File: src/rtl/display_scan_ctrl.sv
// display_scan_ctrl
// Scans a multiplexed seven-segment display. Each digit gets a dead-time
// BLANK period (all anodes and segments off) followed by a DRIVE period
// (one anode low, decoded segments on). At the start of every frame, the
// block takes a snapshot of the source selection, digits and decimal-point
// mask. A whole frame is therefore drawn from a single source, so changes
// made part-way through a frame cannot mix two sources on the display.
//
// Ports
//   clk          system clock, rising edge
//   rst_n        asynchronous active-low reset
//   live_digits  live tuner digits, digit i at [3i+2:3i]
//   live_valid   live_digits meaningful
//   file_digits  file-playback digits, same packing
//   file_valid   file_digits meaningful (has priority over live)
//   dp_mask      bit i lights the decimal point of digit i
//   seg_out      active-low segments, bit7 = DP, bits[6:0] = g..a
//   an_out       active-low digit anodes
//   src_sel      source of current frame: 00 none, 01 live, 10 file
//   frame_done   one-cycle pulse after the last DRIVE clock of a frame
module display_scan_ctrl #(
  parameter int NUM_DIGITS   = 4,
  parameter int DIGIT_CYCLES = 50000,
  parameter int BLANK_CYCLES = 1000
) (
  input  logic                    clk,
  input  logic                    rst_n,
  input  logic [3*NUM_DIGITS-1:0] live_digits,
  input  logic                    live_valid,
  input  logic [3*NUM_DIGITS-1:0] file_digits,
  input  logic                    file_valid,
  input  logic [NUM_DIGITS-1:0]   dp_mask,
  output logic [7:0]              seg_out,
  output logic [NUM_DIGITS-1:0]   an_out,
  output logic [1:0]              src_sel,
  output logic                    frame_done
);

  localparam int CNT_MAX = (DIGIT_CYCLES > BLANK_CYCLES) ? DIGIT_CYCLES : BLANK_CYCLES;
  localparam int CNT_W   = $clog2(CNT_MAX + 1);
  localparam int IDX_W   = (NUM_DIGITS > 1) ? $clog2(NUM_DIGITS) : 1;

  localparam logic [1:0] SRC_NONE = 2'b00;
  localparam logic [1:0] SRC_LIVE = 2'b01;
  localparam logic [1:0] SRC_FILE = 2'b10;

  typedef enum logic {
    ST_BLANK,
    ST_DRIVE
  } state_t;

  state_t                  state_q, state_d;
  logic [IDX_W-1:0]        idx_q, idx_d;
  logic [CNT_W-1:0]        cnt_q, cnt_d;
  logic [1:0]              src_q, src_d;
  logic [3*NUM_DIGITS-1:0] digits_q, digits_d;
  logic [NUM_DIGITS-1:0]   dp_q, dp_d;
  logic [7:0]              seg_q, seg_d;
  logic [NUM_DIGITS-1:0]   an_q, an_d;
  logic                    frame_done_q, frame_done_d;

  // Segment pattern for digits 0..7, active low, with the DP bit off.
  function automatic logic [7:0] decode_digit(input logic [2:0] d);
    logic [7:0] seg;
    case (d)
      3'd0:    seg = 8'hC0;
      3'd1:    seg = 8'hF9;
      3'd2:    seg = 8'hA4;
      3'd3:    seg = 8'hB0;
      3'd4:    seg = 8'h99;
      3'd5:    seg = 8'h92;
      3'd6:    seg = 8'h82;
      default: seg = 8'hF8;
    endcase
    return seg;
  endfunction

  // Next-state logic for the scan state machine, the snapshot, and the
  // registered outputs. The outputs are computed from the current state,
  // so they lag the state/counter by one clock.
  always_comb begin
    state_d      = state_q;
    idx_d        = idx_q;
    cnt_d        = cnt_q + 1'b1;
    src_d        = src_q;
    digits_d     = digits_q;
    dp_d         = dp_q;
    seg_d        = 8'hFF;
    an_d         = '1;
    frame_done_d = 1'b0;

    // The frame snapshot is taken on the first BLANK clock of digit 0 only.
    if (state_q == ST_BLANK && idx_q == '0 && cnt_q == '0) begin
      dp_d = dp_mask;
      if (file_valid) begin
        src_d    = SRC_FILE;
        digits_d = file_digits;
      end else if (live_valid) begin
        src_d    = SRC_LIVE;
        digits_d = live_digits;
      end else begin
        src_d    = SRC_NONE;
        digits_d = '0;
      end
    end

    case (state_q)
      ST_BLANK: begin
        if (cnt_q == CNT_W'(BLANK_CYCLES - 1)) begin
          state_d = ST_DRIVE;
          cnt_d   = '0;
        end
      end
      ST_DRIVE: begin
        an_d[idx_q] = 1'b0;
        if (src_q != SRC_NONE) begin
          seg_d = decode_digit(digits_q[idx_q*3 +: 3]);
          if (dp_q[idx_q]) begin
            seg_d[7] = 1'b0;
          end
        end
        if (cnt_q == CNT_W'(DIGIT_CYCLES - 1)) begin
          state_d = ST_BLANK;
          cnt_d   = '0;
          if (idx_q == IDX_W'(NUM_DIGITS - 1)) begin
            idx_d        = '0;
            frame_done_d = 1'b1;
          end else begin
            idx_d = idx_q + 1'b1;
          end
        end
      end
      default: begin
        state_d = ST_BLANK;
        cnt_d   = '0;
      end
    endcase
  end

  // State, snapshot and output registers. Reset blanks the display at once
  // and restarts the frame from the snapshot point.
  always_ff @(posedge clk or negedge rst_n) begin
    if (!rst_n) begin
      state_q      <= ST_BLANK;
      idx_q        <= '0;
      cnt_q        <= '0;
      src_q        <= SRC_NONE;
      digits_q     <= '0;
      dp_q         <= '0;
      seg_q        <= 8'hFF;
      an_q         <= '1;
      frame_done_q <= 1'b0;
    end else begin
      state_q      <= state_d;
      idx_q        <= idx_d;
      cnt_q        <= cnt_d;
      src_q        <= src_d;
      digits_q     <= digits_d;
      dp_q         <= dp_d;
      seg_q        <= seg_d;
      an_q         <= an_d;
      frame_done_q <= frame_done_d;
    end
  end

  assign seg_out    = seg_q;
  assign an_out     = an_q;
  assign src_sel    = src_q;
  assign frame_done = frame_done_q;

endmodule

File: config.mk
export PLATFORM = sky130hd
export DESIGN_NAME = display_scan_ctrl
export DESIGN_NICKNAME = d
export VERILOG_FILES = /design/src/rtl/display_scan_ctrl.sv
export SDC_FILE = /design/constraint.sdc
export NUM_CORES = 1
export LEC_CHECK = 0
export CAP_MARGIN = 20
export CORE_ASPECT_RATIO = 0.5
export CORE_UTILIZATION = 55
export DETAILED_ROUTE_END_ITERATION = 16
export PLACE_DENSITY = 0.85
export SLEW_MARGIN = 0
export SYNTH_ARGS = -nofsm -noshare
export SYNTH_HDL_FRONTEND = slang
export SYNTH_SLANG_ARGS = --single-unit
export TNS_END_PERCENT = 10
File: constraint.sdc
create_clock -name clk -period 3.5 [get_ports clk]
set_input_delay 1.05 -clock clk [delete_from_list [all_inputs] [get_ports clk]]
set_output_delay 1.05 -clock clk [all_outputs]
set_load 0.01 [all_outputs]
==> impl_metrics.py, run 1 <==
metrics = {
    "clock_tree": {
        "cts.repair.resized": 0,
        "cts_inserted_buffers": 5,
        "cts_tree": "yes",
        "hold_buffers": 0,
        "cts.reportedPaths.clkPinSlew_ps": 90,
        "cts_max_level": 2,
        "clock_sinks": 50,
        "clockBufferDepth": 2,
        "clock-root-buffer": "clkbuf_8",
        "cts_post_setup_buffers_inserted": 0,
        "clk_latency_ps": 310,
    },
    "placement": {
        "gp_congestion": 0.8736,
        "placed_cells": 304,
        "hpwl_microns": 3306,
        "port_buffers": 46,
    },
    "min_path": {
        "hp-class": "register to register",
        "min_path_cells": 2,
    },
    "setup_path": {
        "path_class": "primary input to register",
        "crit_fanout": 14,
        "arrival_ps": 3010,
        "crit_required_ps": 3720,
        "crit_path_end_kind": "register",
        "critPathLaunchType": "primary input",
        "r2r_cells": 7,
    },
    "yosys": {
        "synth_compound_area_share_pct": 8.388,
        "synth_area_sq_mm": 0.002297,
        "syn_nets": 248,
        "ys_types": 29,
        "synth_area_per_cell_sq_um": 10.94,
        "synth_fa_ha_area_share_pct": 3.268,
        "synth_area_leader_cell": "dfrtp_1",
        "yosys-top-cells-area": "dfrtp_1 (41%), dfstp_2 (14%), nand2_1 (4.9%)",
        "syn_inst": 210,
        "yosysTopAreaCellShare_pct": 41.39,
        "synth_seq_cells": 50,
        "yosysMostFrequentCell": "dfrtp_1",
        "synth_mux_area_share_pct": 8.333,
        "synth_xor_area_share_pct": 6.100,
        "synth-async-reset-ratio_pct": 100.0,
        "synth_top_family_by_area": "simple AND/OR/NAND/NOR gates",
        "yosysWarningCount": 0,
        "synth-edff-count": 0,
        "synth-main-ff-cell": "dfrtp_1",
        "synth-simple-area-share_pct": 15.85,
        "ys_top_cells_by_count": "dfrtp_1 (38), nand2_1 (30), nor2_1 (19), o21ai_0 (16)",
        "synth-seq-area-share_pct": 55.12,
    },
    "sta": {
        "slew_violations": 0,
        "layout_min_cycle_time_ps": 2792,
        "fin_worst_skew_ps": 7.187,
        "slew_headroom_pct": 40.24,
        "worst_slew_pin_slew_ps": 894.5,
        "hold_viol_final": 0,
        "tns_ps": 0,
        "final-setup-viol-count": 0,
        "clock.fmax_mhz": 358.1,
        "fin_crit_sh_pct": 79.78,
        "rsz0062_at_grt": "false",
    },
    "floorplanning": {
        "io_pins": 47,
        "dieWidth_microns": 93.40,
        "placementRows": 16,
        "fp.dieH_microns": 47.70,
        "die-area_sq_mm": 0.004455,
        "start_util_pct": 58.25,
        "core_sq_mm": 0.003944,
    },
    "layout": {
        "final_core_utilization_pct": 73.76,
        "area_growth_pct": 26.63,
        "n_fill_cell": 272,
        "fin_nets": 296,
        "fin_cells": 313,
        "n_antenna_cell": 0,
        "drive_gt1_share_pct": 13.13,
    },
    "detailed_routing": {
        "drt-initial-drc-count": 98,
        "wirelength_microns": 4754,
        "viasPerCell": 5.553,
        "route.detailed.drc": 0,
        "post_drt_wl_per_cell_microns": 15.19,
        "dr.pass1.iters": 4,
        "routed-via-count": 1738,
        "drtAntennaViolNets": 0,
    },
    "outcome": {
        "outcome": "finished, final reports clean",
    },
    "flow_run": {
        "max-cap-violations": 0,
    },
    "global_routing": {
        "antenna_found_initial": 0,
        "grt_max_degree": 51,
        "grt_pass1_vias": 1653,
        "grt_usage_pct": 23.76,
        "grt_pass1_wl_microns": 7755,
        "grt_overflow": 0,
    },
    "power": {
        "power_density_mw_per_mm2": 360.0,
        "p_leak_nw": 1.257,
        "irDropWorstVdd_v": 0.0002102,
    },
}
-- power by group --
group | leakage (nW) | internal (W) | switching, W
Clock | 0.0472 | 0.000159 | 0.000195
Combinational | 0.598 | 0.0000549 | 0.0000387
Sequential | 0.612 | 0.000592 | 0.00000800
-- final cells by class --
type                            instances  area [sq um]  share of cell area (%)
Inverter                                9         33.78                   1.161
Clock buffer                            6         82.58                   2.839
Timing Repair Buffer                   48         483.0                   16.60
Multi-Input combinational cell        144         963.4                   33.12
Clock inverter                          2         12.51                  0.4301
Sequential cell                        50          1266                   43.53
Tap cell                               54         67.56                   2.323
-- stage by stage --
stage          cell area [sq um]  total power, W  hold WS (ps)  setup WS, ps
2_1_floorplan               2297       0.0006435         444.6          1332
3_3_place_gp                2794       0.0006959         457.3         682.0
3_5_place_dp                2794       0.0007010         478.2         482.7
4_1_cts                     2889        0.001048         497.8         711.0
5_1_grt                     2909        0.001089         511.0         605.5
6_report                    2909        0.001047         493.0         707.7
-- metal layers --
layer  wire length (microns)  GRT usage, %  part of all wire, %
met1                    2064         29.25                   43
met2                    2456         42.65                   52
met3                     144         4.762                  3.0
met4                      88         11.69                  1.9
met5                       0             0                    0
-- state kept, by name (all words and copies together), names as in the netlist --
| register | flops |
|---|---|
| src_sel | 2 |
| frame_done | 1 |
| digits_q | 12 |
| seg_out | 8 |
| idx_q | 2 |
| dp_q | 4 |
| state_q | 1 |
| an_out | 4 |
| cnt_q | 16 |
-- critical path: stages --
cell	delay [ps]
clkdlybuf4s50_1	680
nor2b_1	820
a22oi_1	190
o21ai_0	260
-- final timing paths --
kind,startpoint,endpoint,slack [ps]
worst max-delay path,file_valid,digits_q[0],710
worst min-delay path,digits_q[3],digits_q[3],490
worst max register to register,idx_q[0],dp_q[3],1130
worst min register to register,digits_q[3],digits_q[3],490
max in group asynchronous,rst_n,an_out[0],2430
min in group asynchronous,rst_n,cnt_q[10],550
-- layout by cell type (no fill, tap or decap), drive strengths merged --
cell           instances
clkdlybuf4s50         45
dfrtp                 38
nand2                 30
nor2                  19
o21ai                 16
a22oi                 12
dfstp                 12
inv                    9
nand3                  9
xor2                   8
xnor2                  8
nor3                   7
mux2                   7
ha                     6
clkbuf                 6
nand4                  5
mux4                   4
buf                    3
nor2b                  2
nor4                   2
a21boi                 1
nand2b                 1
nand3b                 1
o211ai                 1
or3                    1
and3                   1
o31ai                  1
or4b                   1
nor3b                  1
clkinv                 1
clkinvlp               1
-- cells by family (layout without fill, tap and decap cells) --
family	after synthesis	after routing
adders and majority gates	6	6
AOI/OAI and AO/OA	31	31
xor gates and xnor gates	16	16
DFF	50	50
and+or+nand+nor	80	80
buffers and inverters	16	65
muxes	11	11
No activity file was read; power rests on OpenSTA's default activity.
==> run 2, diff against run 1 <==
- CORE_UTILIZATION: 55 -> 46
- PLACE_DENSITY: 0.85 -> 0.76
- clock period: 3.5 -> 2.3 ns (I/O delays scaled with it)
==> impl_metrics.py, run 2 (synthesis results as in run 1) <==
metrics = {
    "placement": {
        "gp_congestion": 0.8270,
        "port_buffers": 46,
        "hpwl_microns": 3465,
        "placed_cells": 321,
    },
    "power": {
        "irDropWorstVdd_v": 0.0002605,
        "p_clk_share_pct": 33.7,
        "switchingPower_w": 0.0003643,
        "swShare_pct": 22.88,
        "internal-power_w": 0.001228,
        "power_density_mw_per_mm2": 536.8,
        "seq_power_share_pct": 57.3,
        "combPwrFrac_pct": 8.9,
        "p_leak_nw": 1.284,
    },
    "detailed_routing": {
        "wirelength_microns": 4640,
        "wl_met2_microns": 2267,
        "drtAntennaViolNets": 0,
        "post_drt_wl_per_cell_microns": 14.10,
        "dr.pass1.iters": 4,
        "top_layer_used": "met4",
        "viasPerCell": 5.149,
        "wl_met1_microns": 2118,
        "routed-via-count": 1694,
        "wl_met3_microns": 180,
        "route.detailed.drc": 0,
        "drt-initial-drc-count": 88,
    },
    "clock_tree": {
        "clk_latency_ps": 300,
        "clockBufferDepth": 2,
        "clock_sinks": 50,
        "cts.reportedPaths.clkPinSlew_ps": 90,
        "cts_inserted_buffers": 5,
        "cts.repair.resized": 0,
        "hold_buffers": 0,
        "cts_max_level": 2,
        "cts_tree": "yes",
        "cts_post_setup_buffers_inserted": 0,
        "clock-root-buffer": "clkbuf_8",
    },
    "setup_path": {
        "critPathLaunchType": "register",
        "cp_top_family": "simple AND/OR/NAND/NOR gates",
        "crit_chain": "inv_1 > ha_1 > or4b_1 > nor3b_1 > nand4_1 > buf_12 > mux2_4",
        "critical_path.slowest_cell": "or4b_1",
        "path_class": "register to register",
        "worst-path-buf-inv": 2,
        "critPathMaxStageDelay_ps": 440,
        "crit_path_end_kind": "register",
        "crit_required_ps": 2490,
        "arrival_ps": 2330,
        "crit_fanout": 30,
    },
    "sta": {
        "clock.fmax_mhz": 467.0,
        "slew_headroom_pct": 62.03,
        "slew_violations": 0,
        "fin_worst_skew_ps": 7.004,
        "rsz0062_at_grt": "false",
        "fin_crit_sh_pct": 93.09,
        "layout_min_cycle_time_ps": 2141,
        "hold_viol_final": 0,
        "tns_ps": 0,
        "worst_slew_pin_slew_ps": 569.6,
        "final-setup-viol-count": 0,
    },
    "layout": {
        "final_cell_mix": "clkdlybuf4s50_1 (45), dfrtp_1 (38), nand2_1 (30)",
        "layout_commonest_cell": "clkdlybuf4s50_1",
        "n_antenna_cell": 0,
        "area_growth_pct": 29.14,
        "largest_reg_flops": 16,
        "fin_nets": 300,
        "fin_cells": 329,
        "largest-register": "cnt_q",
        "drive_gt1_share_pct": 14.45,
    },
    "flow_run": {
        "max-cap-violations": 0,
    },
    "global_routing": {
        "grt_usage_pct": 20.53,
        "grt_max_degree": 31,
        "grt_overflow": 0,
        "antenna_found_initial": 0,
        "grt_pass1_wl_microns": 8086,
        "grt_pass1_vias": 1753,
    },
    "floorplanning": {
        "die-area_sq_mm": 0.005298,
        "start_util_pct": 50.00,
        "dieWidth_microns": 101.9,
        "placementRows": 17,
        "fp.dieH_microns": 51.97,
        "core_sq_mm": 0.004594,
        "io_pins": 47,
    },
    "outcome": {
        "outcome": "finished, final reports clean",
    },
    "min_path": {
        "hp-class": "primary input to asynchronous set/reset pin",
    },
}
-- run 2: path summary, 6_finish.rpt --
kind,start,end,slack (ps),depth (start not counted)
min in group clk,digits_q[10],digits_q[10],500,2
hold reg to reg,digits_q[10],digits_q[10],500,2
max in group asynchronous,rst_n,an_out[2],1310,2
setup reg to reg,idx_q[1],src_sel[1],160,7
hold / removal,rst_n,digits_q[1],370,1
setup / recovery,idx_q[1],src_sel[1],160,7
-- run 2: per-stage QoR --
step                util [%]  hold slack [ps]  setup slack, ps  area, sq um  power (W)
floorplan                  -            394.4            132.1         2297  0.0009793
CTS                    64.57            383.1            146.1         2967   0.001606
global placement       62.50            456.5            262.2         2872   0.001067
detailed placement     62.50            474.7            179.7         2872   0.001074
global route           64.57            405.5            9.265         2967   0.001665
finish                 64.57            369.9            158.9         2967   0.001593
-- run 2: power groups by stage --
stage / registers [W] / logic, W / clock network [W]
after floorplan: 0.000925 / 0.0000538 / 0
after global placement: 0.000927 / 0.000139 / 0
after detailed placement: 0.000929 / 0.000144 / 0
after CTS: 0.000913 / 0.000145 / 0.000548
after global routing: 0.000916 / 0.000158 / 0.000591
final: 0.000913 / 0.000142 / 0.000537
-- run 2: layer usage --
metal  global-route usage, %  vias up
li1                        -      827
met1                   25.41      825
met2                   34.80       33
met3                   5.376        9
met4                   8.333        0
met5                       0        -
-- run 2: worst reg2reg max path, stage by stage (launching register included) --
cell	delay [ps]
dfrtp_1	390
inv_1	80
ha_1	170
or4b_1	440
nor3b_1	200
nand4_1	210
buf_12	240
mux2_4	300
-- run 2: final cells by class --
cell class | count | area, sq um
fillers | 370 | 1628
clock inverters | 2 | 12.51
repair buffers | 52 | 525.5
flip-flops and latches | 50 | 1266
well taps | 66 | 82.58
clock buffers | 6 | 82.58
multi-input cells | 144 | 963.4
inverters | 9 | 33.78
==> RTL edit 1, RTL diff (flow settings as in run 1) <==
Register the inputs `live_digits`, `live_valid`, `file_digits`, `file_valid` and `dp_mask` before use, with the module's reset. The logic sees them one clock later.
--- a/src/rtl/display_scan_ctrl.sv
+++ b/src/rtl/display_scan_ctrl.sv
@@ -50,4 +50,26 @@
   } state_t;
 
+  logic [3*NUM_DIGITS-1:0] live_digits_q;
+  logic live_valid_q;
+  logic [3*NUM_DIGITS-1:0] file_digits_q;
+  logic file_valid_q;
+  logic [NUM_DIGITS-1:0] dp_mask_q;
+
+  always_ff @(posedge clk or negedge rst_n) begin
+    if (!rst_n) begin
+      live_digits_q <= '0;
+      live_valid_q  <= '0;
+      file_digits_q <= '0;
+      file_valid_q  <= '0;
+      dp_mask_q     <= '0;
+    end else begin
+      live_digits_q <= live_digits;
+      live_valid_q  <= live_valid;
+      file_digits_q <= file_digits;
+      file_valid_q  <= file_valid;
+      dp_mask_q     <= dp_mask;
+    end
+  end
+
   state_t                  state_q, state_d;
   logic [IDX_W-1:0]        idx_q, idx_d;
@@ -92,11 +114,11 @@
     // The frame snapshot is taken on the first BLANK clock of digit 0 only.
     if (state_q == ST_BLANK && idx_q == '0 && cnt_q == '0) begin
-      dp_d = dp_mask;
-      if (file_valid) begin
+      dp_d = dp_mask_q;
+      if (file_valid_q) begin
         src_d    = SRC_FILE;
-        digits_d = file_digits;
-      end else if (live_valid) begin
+        digits_d = file_digits_q;
+      end else if (live_valid_q) begin
         src_d    = SRC_LIVE;
-        digits_d = live_digits;
+        digits_d = live_digits_q;
       end else begin
         src_d    = SRC_NONE;
Check against the original RTL: not equivalent (Yosys sat finds a counterexample within 4 cycles, from zero or initial values and one cycle with rst_n low).
==> RTL edit 1 against run 1 <==
Core utilization rose by 2.1 points. Largest power group unchanged. Synthesized area up 36%. Highest routed layer unchanged. Non-clock buffer count shrank 1. Wire length rose by 18%. Die area grew 35%. Total power increased by 88%. Sequential cell count rose by 30. Design area is 36% higher. Setup slack gained 0.35 ns.
==> RTL edit 1: results (changes against run 1) <==
| Metric | Value |
|---|---|
| Layout cells sized above 1 | `0.201 (was 0.131)` |
| Via-per-instance ratio | `5.49 (was 5.55)` |
| Layout Nets | `317 (was 296)` |
| Hold Path Class | `reg -> reg (unchanged)` |
| Outcome | `finished clean (unchanged)` |
| H-tree Lvls | `3 (was 2)` |
| Ys flop type | `dfrtp_1 (unchanged)` |
| Crit-path leading delay family | `flip-flops (was simple AND/OR/NAND/NOR gates)` |
| CTS Buf Count | `9 (was 5)` |
| Max Fanout on Critical Path | `1 (was 14)` |
| Pint | `1530 uW (was 806 uW)` |
| Worst-skew pair later-pin latency | `0.33 ns (was 0.31 ns)` |
| Syn nets | `265 (was 248)` |
| Largest net degree at the start of global routing | `81 (was 51)` |
| Routed wire per std cell | `15.8 um (was 15.2 um)` |
| LEAKAGE | `0.00170 uW (was 0.00126 uW)` |
| Worst slack, placed | `1.22 ns (was 0.483 ns)` |
| Final Power | `1970 uW (was 1050 uW)` |
| Via count | `1945 (was 1738)` |
| HPWL after detailed placement | `3690 um (was 3310 um)` |
| Clk slew on worst S/H paths | `0.06 ns (was 0.09 ns)` |
| Register area share after synthesis | `0.644 (was 0.551)` |
| Combinational power | `96.0 uW (was 93.7 uW)` |
| Slowest-stage cell, CP | `dfstp_2 (was nor2b_1)` |
| Clk root buf | `clkbuf_16 (was clkbuf_8)` |
| Clock network power share | `0.459 (was 0.338)` |
| Number of global-route vias before repair | `1975 (was 1653)` |
| Gpl congestion | `0.806 (was 0.874)` |
| Worst slew pin tran | `0.946 ns (was 0.895 ns)` |
| Gr usage total | `0.212 (was 0.238)` |
| Clock skew | `0.00190 ns (was 0.00719 ns)` |
| Distinct cells, synth | `35 (was 29)` |
| Commonest cells in the netlist | `dfrtp_1, mux2_2, nand2_1 (was dfrtp_1, nand2_1, nor2_1)` |
| Ranking of synthesized cells by area | `dfrtp_1, dfstp_2, mux2_2 (was dfrtp_1, dfstp_2, nand2_1)` |
| Post-Place Cell Area | `3650 sq um (was 2790 sq um)` |
| Area of the mapped netlist | `3130 sq um (was 2300 sq um)` |
| 1st-pass router iterations | `5 (was 4)` |
| Iteration-0 DRC Markers | `129 (was 98)` |
| First-pass GRT wire length | `9450 um (was 7760 um)` |
| Avg Synthesized Cell Area | `13.8 sq um (was 10.9 sq um)` |
| CP max stage delay | `0.53 ns (was 0.82 ns)` |
| Inst Count DP | `338 (was 304)` |
| Worst vdd rail ir drop | `0.342 mV (was 0.210 mV)` |
| Critical path arrival | `1.39 ns (was 3.01 ns)` |
-- RTL edit 1: cell count changes in the layout (fill, tap and decap cells not counted), sizes merged, moves of 5 or more --
cell   delta
a22o     +11
a22oi    -12
dfrtp    +30
mux2     +13
nand2    -14
nor2     -10
o21ai     -8
xnor2     -5
-- RTL edit 1: per-layer routing --
layer,GRT usage,vias up,part of all wire
li1,-,912,-
met1,0.264,980,0.41
met2,0.347,49,0.53
met3,0.0649,4,0.046
met4,0.0869,0,0.0061
met5,0,-,0
-- RTL edit 1: cell type report --
class                      count  area (sq um)
clock inverter                 6          57.6
timing repair buffer          47           465
multi-input combinational    134          1060
sequential                    80          2020
tap                           70          87.6
inverter                       7          26.3
fill                         301          1250
clock buffer                  10           239
-- RTL edit 1: path summary, 6_finish.rpt --
path                                         from  slack, ns  cells after the start                    endpoint
max reg2reg                   cnt_q[11]$_DFF_PN0_       1.21                      4          cnt_q[1]$_DFF_PN0_
min reg2reg                dp_mask_q[0]$_DFF_PN0_       0.49                      1         dp_q[0]$_DFFE_PN0P_
min in group asynchronous                   rst_n       0.86                      1         cnt_q[14]$_DFF_PN0_
min                        dp_mask_q[0]$_DFF_PN0_       0.49                      1         dp_q[0]$_DFFE_PN0P_
max in group asynchronous                   rst_n       2.03                      1  live_digits_q[9]$_DFF_PN0_
max                          seg_out[3]$_DFF_PN1_       1.06                      1                  seg_out[3]
-- RTL edit 1: logic make-up (layout without fill, tap and decap cells) --
kind of cell             count (synthesis)  after routing  synth area share
AO/OA/AOI/OAI                           24             24            0.0555
XOR/XNOR                                14             14            0.0391
adder cells (fa/ha/maj)                  6              6            0.0240
buffers and inverters                   13             70            0.0196
flip-flops                              80             80             0.644
multiplexers                            24             24             0.101
AND/OR/NAND/NOR                         66             66             0.118
==> RTL edit 2, RTL diff (config.mk and constraints of run 1) <==
Without the edit above. Set the parameter `NUM_DIGITS` to 2 (it was 4).
--- a/src/rtl/display_scan_ctrl.sv
+++ b/src/rtl/display_scan_ctrl.sv
@@ -20,5 +20,5 @@
 //   frame_done   one-cycle pulse after the last DRIVE clock of a frame
 module display_scan_ctrl #(
-  parameter int NUM_DIGITS   = 4,
+  parameter int NUM_DIGITS   = 2,
   parameter int DIGIT_CYCLES = 50000,
   parameter int BLANK_CYCLES = 1000
Ports: changed (resized an_out, dp_mask, file_digits and live_digits); port bits go from 47 to 31. No check against the original RTL was run, so the function may have changed too.
==> RTL edit 2 against run 1 <==
Design area shrank 23%. Setup slack gained 0.39 ns. Critical path depth shrank 3. Register-to-register slack gained 0.17 ns. Wire length shrank 29%. Via count shrank 22%. Count of clock-buffer cells in the layout is the same. Clock power shrank 18%. Total power shrank 22%. Non-clock buffer count shrank 18. First-iteration DRC count shrank 39%. Sequential cell count shrank 11. Synthesized area shrank 21%. Critical path type is now reg -> out. Largest power group unchanged. Highest routed layer unchanged.
==> RTL edit 2: results (changes against run 1) <==
| Metric | Value |
|---|---|
| Outcome | `finished clean (unchanged)` |
| Crit-path leading delay family | `buffers and inverters (was simple AND/OR/NAND/NOR gates)` |
| Critical path startpoint | `seg_out[6]$_DFF_PN1_ (was file_valid)` |
| Iteration-0 DRC Markers | `60 (was 98)` |
| Worst slew pin tran | `0.940 ns (was 0.895 ns)` |
| Reg2Reg Launch Point | `cnt_q[11]$_DFF_PN0_ (was idx_q[0]$_DFFE_PN0P_)` |
| Worst-skew pair later-pin latency | `0.29 ns (was 0.31 ns)` |
| CP max stage delay | `0.54 ns (was 0.82 ns)` |
| Largest net degree at the start of global routing | `40 (was 51)` |
| Number of fill cells in the layout | `224 (was 272)` |
| HPWL after detailed placement | `2410 um (was 3310 um)` |
| Ranking of synthesized cells by area | `dfrtp_1, dfstp_2, mux2_2 (was dfrtp_1, dfstp_2, nand2_1)` |
| Sw Share | `0.223 (was 0.231)` |
| Number of global-route vias before repair | `1275 (was 1653)` |
| Syn nets | `183 (was 248)` |
| Register area share after synthesis | `0.542 (was 0.551)` |
| Layout cells sized above 1 | `0.178 (was 0.131)` |
| Port bufs | `30 (was 46)` |
| Clk slew on worst S/H paths | `0.07 ns (was 0.09 ns)` |
| Commonest cells in the netlist | `dfrtp_1, nor2_1, nand2_1 (was dfrtp_1, nand2_1, nor2_1)` |
| Worst vdd rail ir drop | `0.227 mV (was 0.210 mV)` |
| Slowest-stage cell, CP | `clkdlybuf4s50_1 (was nor2b_1)` |
| Via count | `1349 (was 1738)` |
| Max Fanout on Critical Path | `1 (was 14)` |
| Distinct cells, synth | `36 (was 29)` |
| Hold Path Origin | `cnt_q[13]$_DFF_PN0_ (was digits_q[3]$_DFFE_PN0P_)` |
## RTL edit 2: cell types whose count changed in the layout (fill, tap and decap cells not counted), moves of 9 or more
| cell | change |
|---|---|
| a22oi_1 | -12 |
| clkdlybuf4s50_1 | -16 |
| dfrtp_1 | -9 |
| mux2_2 | +11 |
| nand2_1 | -16 |
| o21ai_0 | -13 |
## RTL edit 2: metrics by stage
step | power (uW) | setup WS, ns | utilization | instances
6_report | 813 | 1.10 | 0.726 | 237
2_1_floorplan | 497 | 1.52 | - | 163
3_5_place_dp | 532 | 1.06 | 0.698 | 229
4_1_cts | 822 | 1.08 | 0.726 | 237
5_1_grt | 848 | 1.07 | 0.726 | 237
3_3_place_gp | 530 | 1.10 | 0.698 | 229
## RTL edit 2: power by group through the flow
stage / clock network (uW) / logic, uW / registers (uW)
after CTS: 298 / 62.0 / 463
after floorplan: 0 / 27.0 / 470
after detailed placement: 0 / 61.4 / 471
after global placement: 0 / 59.3 / 471
after global routing: 317 / 66.7 / 464
final: 290 / 60.6 / 463
## RTL edit 2: path summary, 6_finish.rpt
check	endpoint	slack, ns	cells past startpoint
max reg2reg	dp_q[1]$_DFFE_PN0P_	1.30	3
max in group asynchronous	cnt_q[8]$_DFF_PN0_	2.03	1
max	seg_out[6]	1.10	1
min in group asynchronous	dp_q[1]$_DFFE_PN0P_	0.90	1
min reg2reg	cnt_q[13]$_DFF_PN0_	0.49	1
min	cnt_q[13]$_DFF_PN0_	0.49	1
## RTL edit 2: cells by family after synthesis
| group | count (synthesis) | synth area share |
|---|---|---|
| AND/OR/NAND/NOR | 66 | 0.197 |
| flip-flops | 39 | 0.542 |
| XOR/XNOR | 16 | 0.0768 |
| AO/OA/AOI/OAI | 15 | 0.0583 |
| multiplexers | 15 | 0.0905 |
| buffers and inverters | 10 | 0.0219 |
| adder cells (fa/ha/maj) | 2 | 0.0137 |
## RTL edit 2: cell type report
type / count / area, sq um / share of cell area
Clock buffer: 6 / 72.6 / 0.0324
Inverter: 6 / 22.5 / 0.0101
Timing Repair Buffer: 30 / 295 / 0.132
Tap cell: 40 / 50.0 / 0.0224
Sequential cell: 39 / 988 / 0.442
Multi-Input combinational cell: 114 / 796 / 0.356
Clock inverter: 2 / 12.5 / 0.00559
## RTL edit 2: routing by layer
layer	share of wire	vias to the layer above	GRT usage
met5	0	-	0
met1	0.44	659	0.272
met4	0.0092	0	0.0746
li1	-	638	-
met3	0.065	6	0.0642
met2	0.48	46	0.362
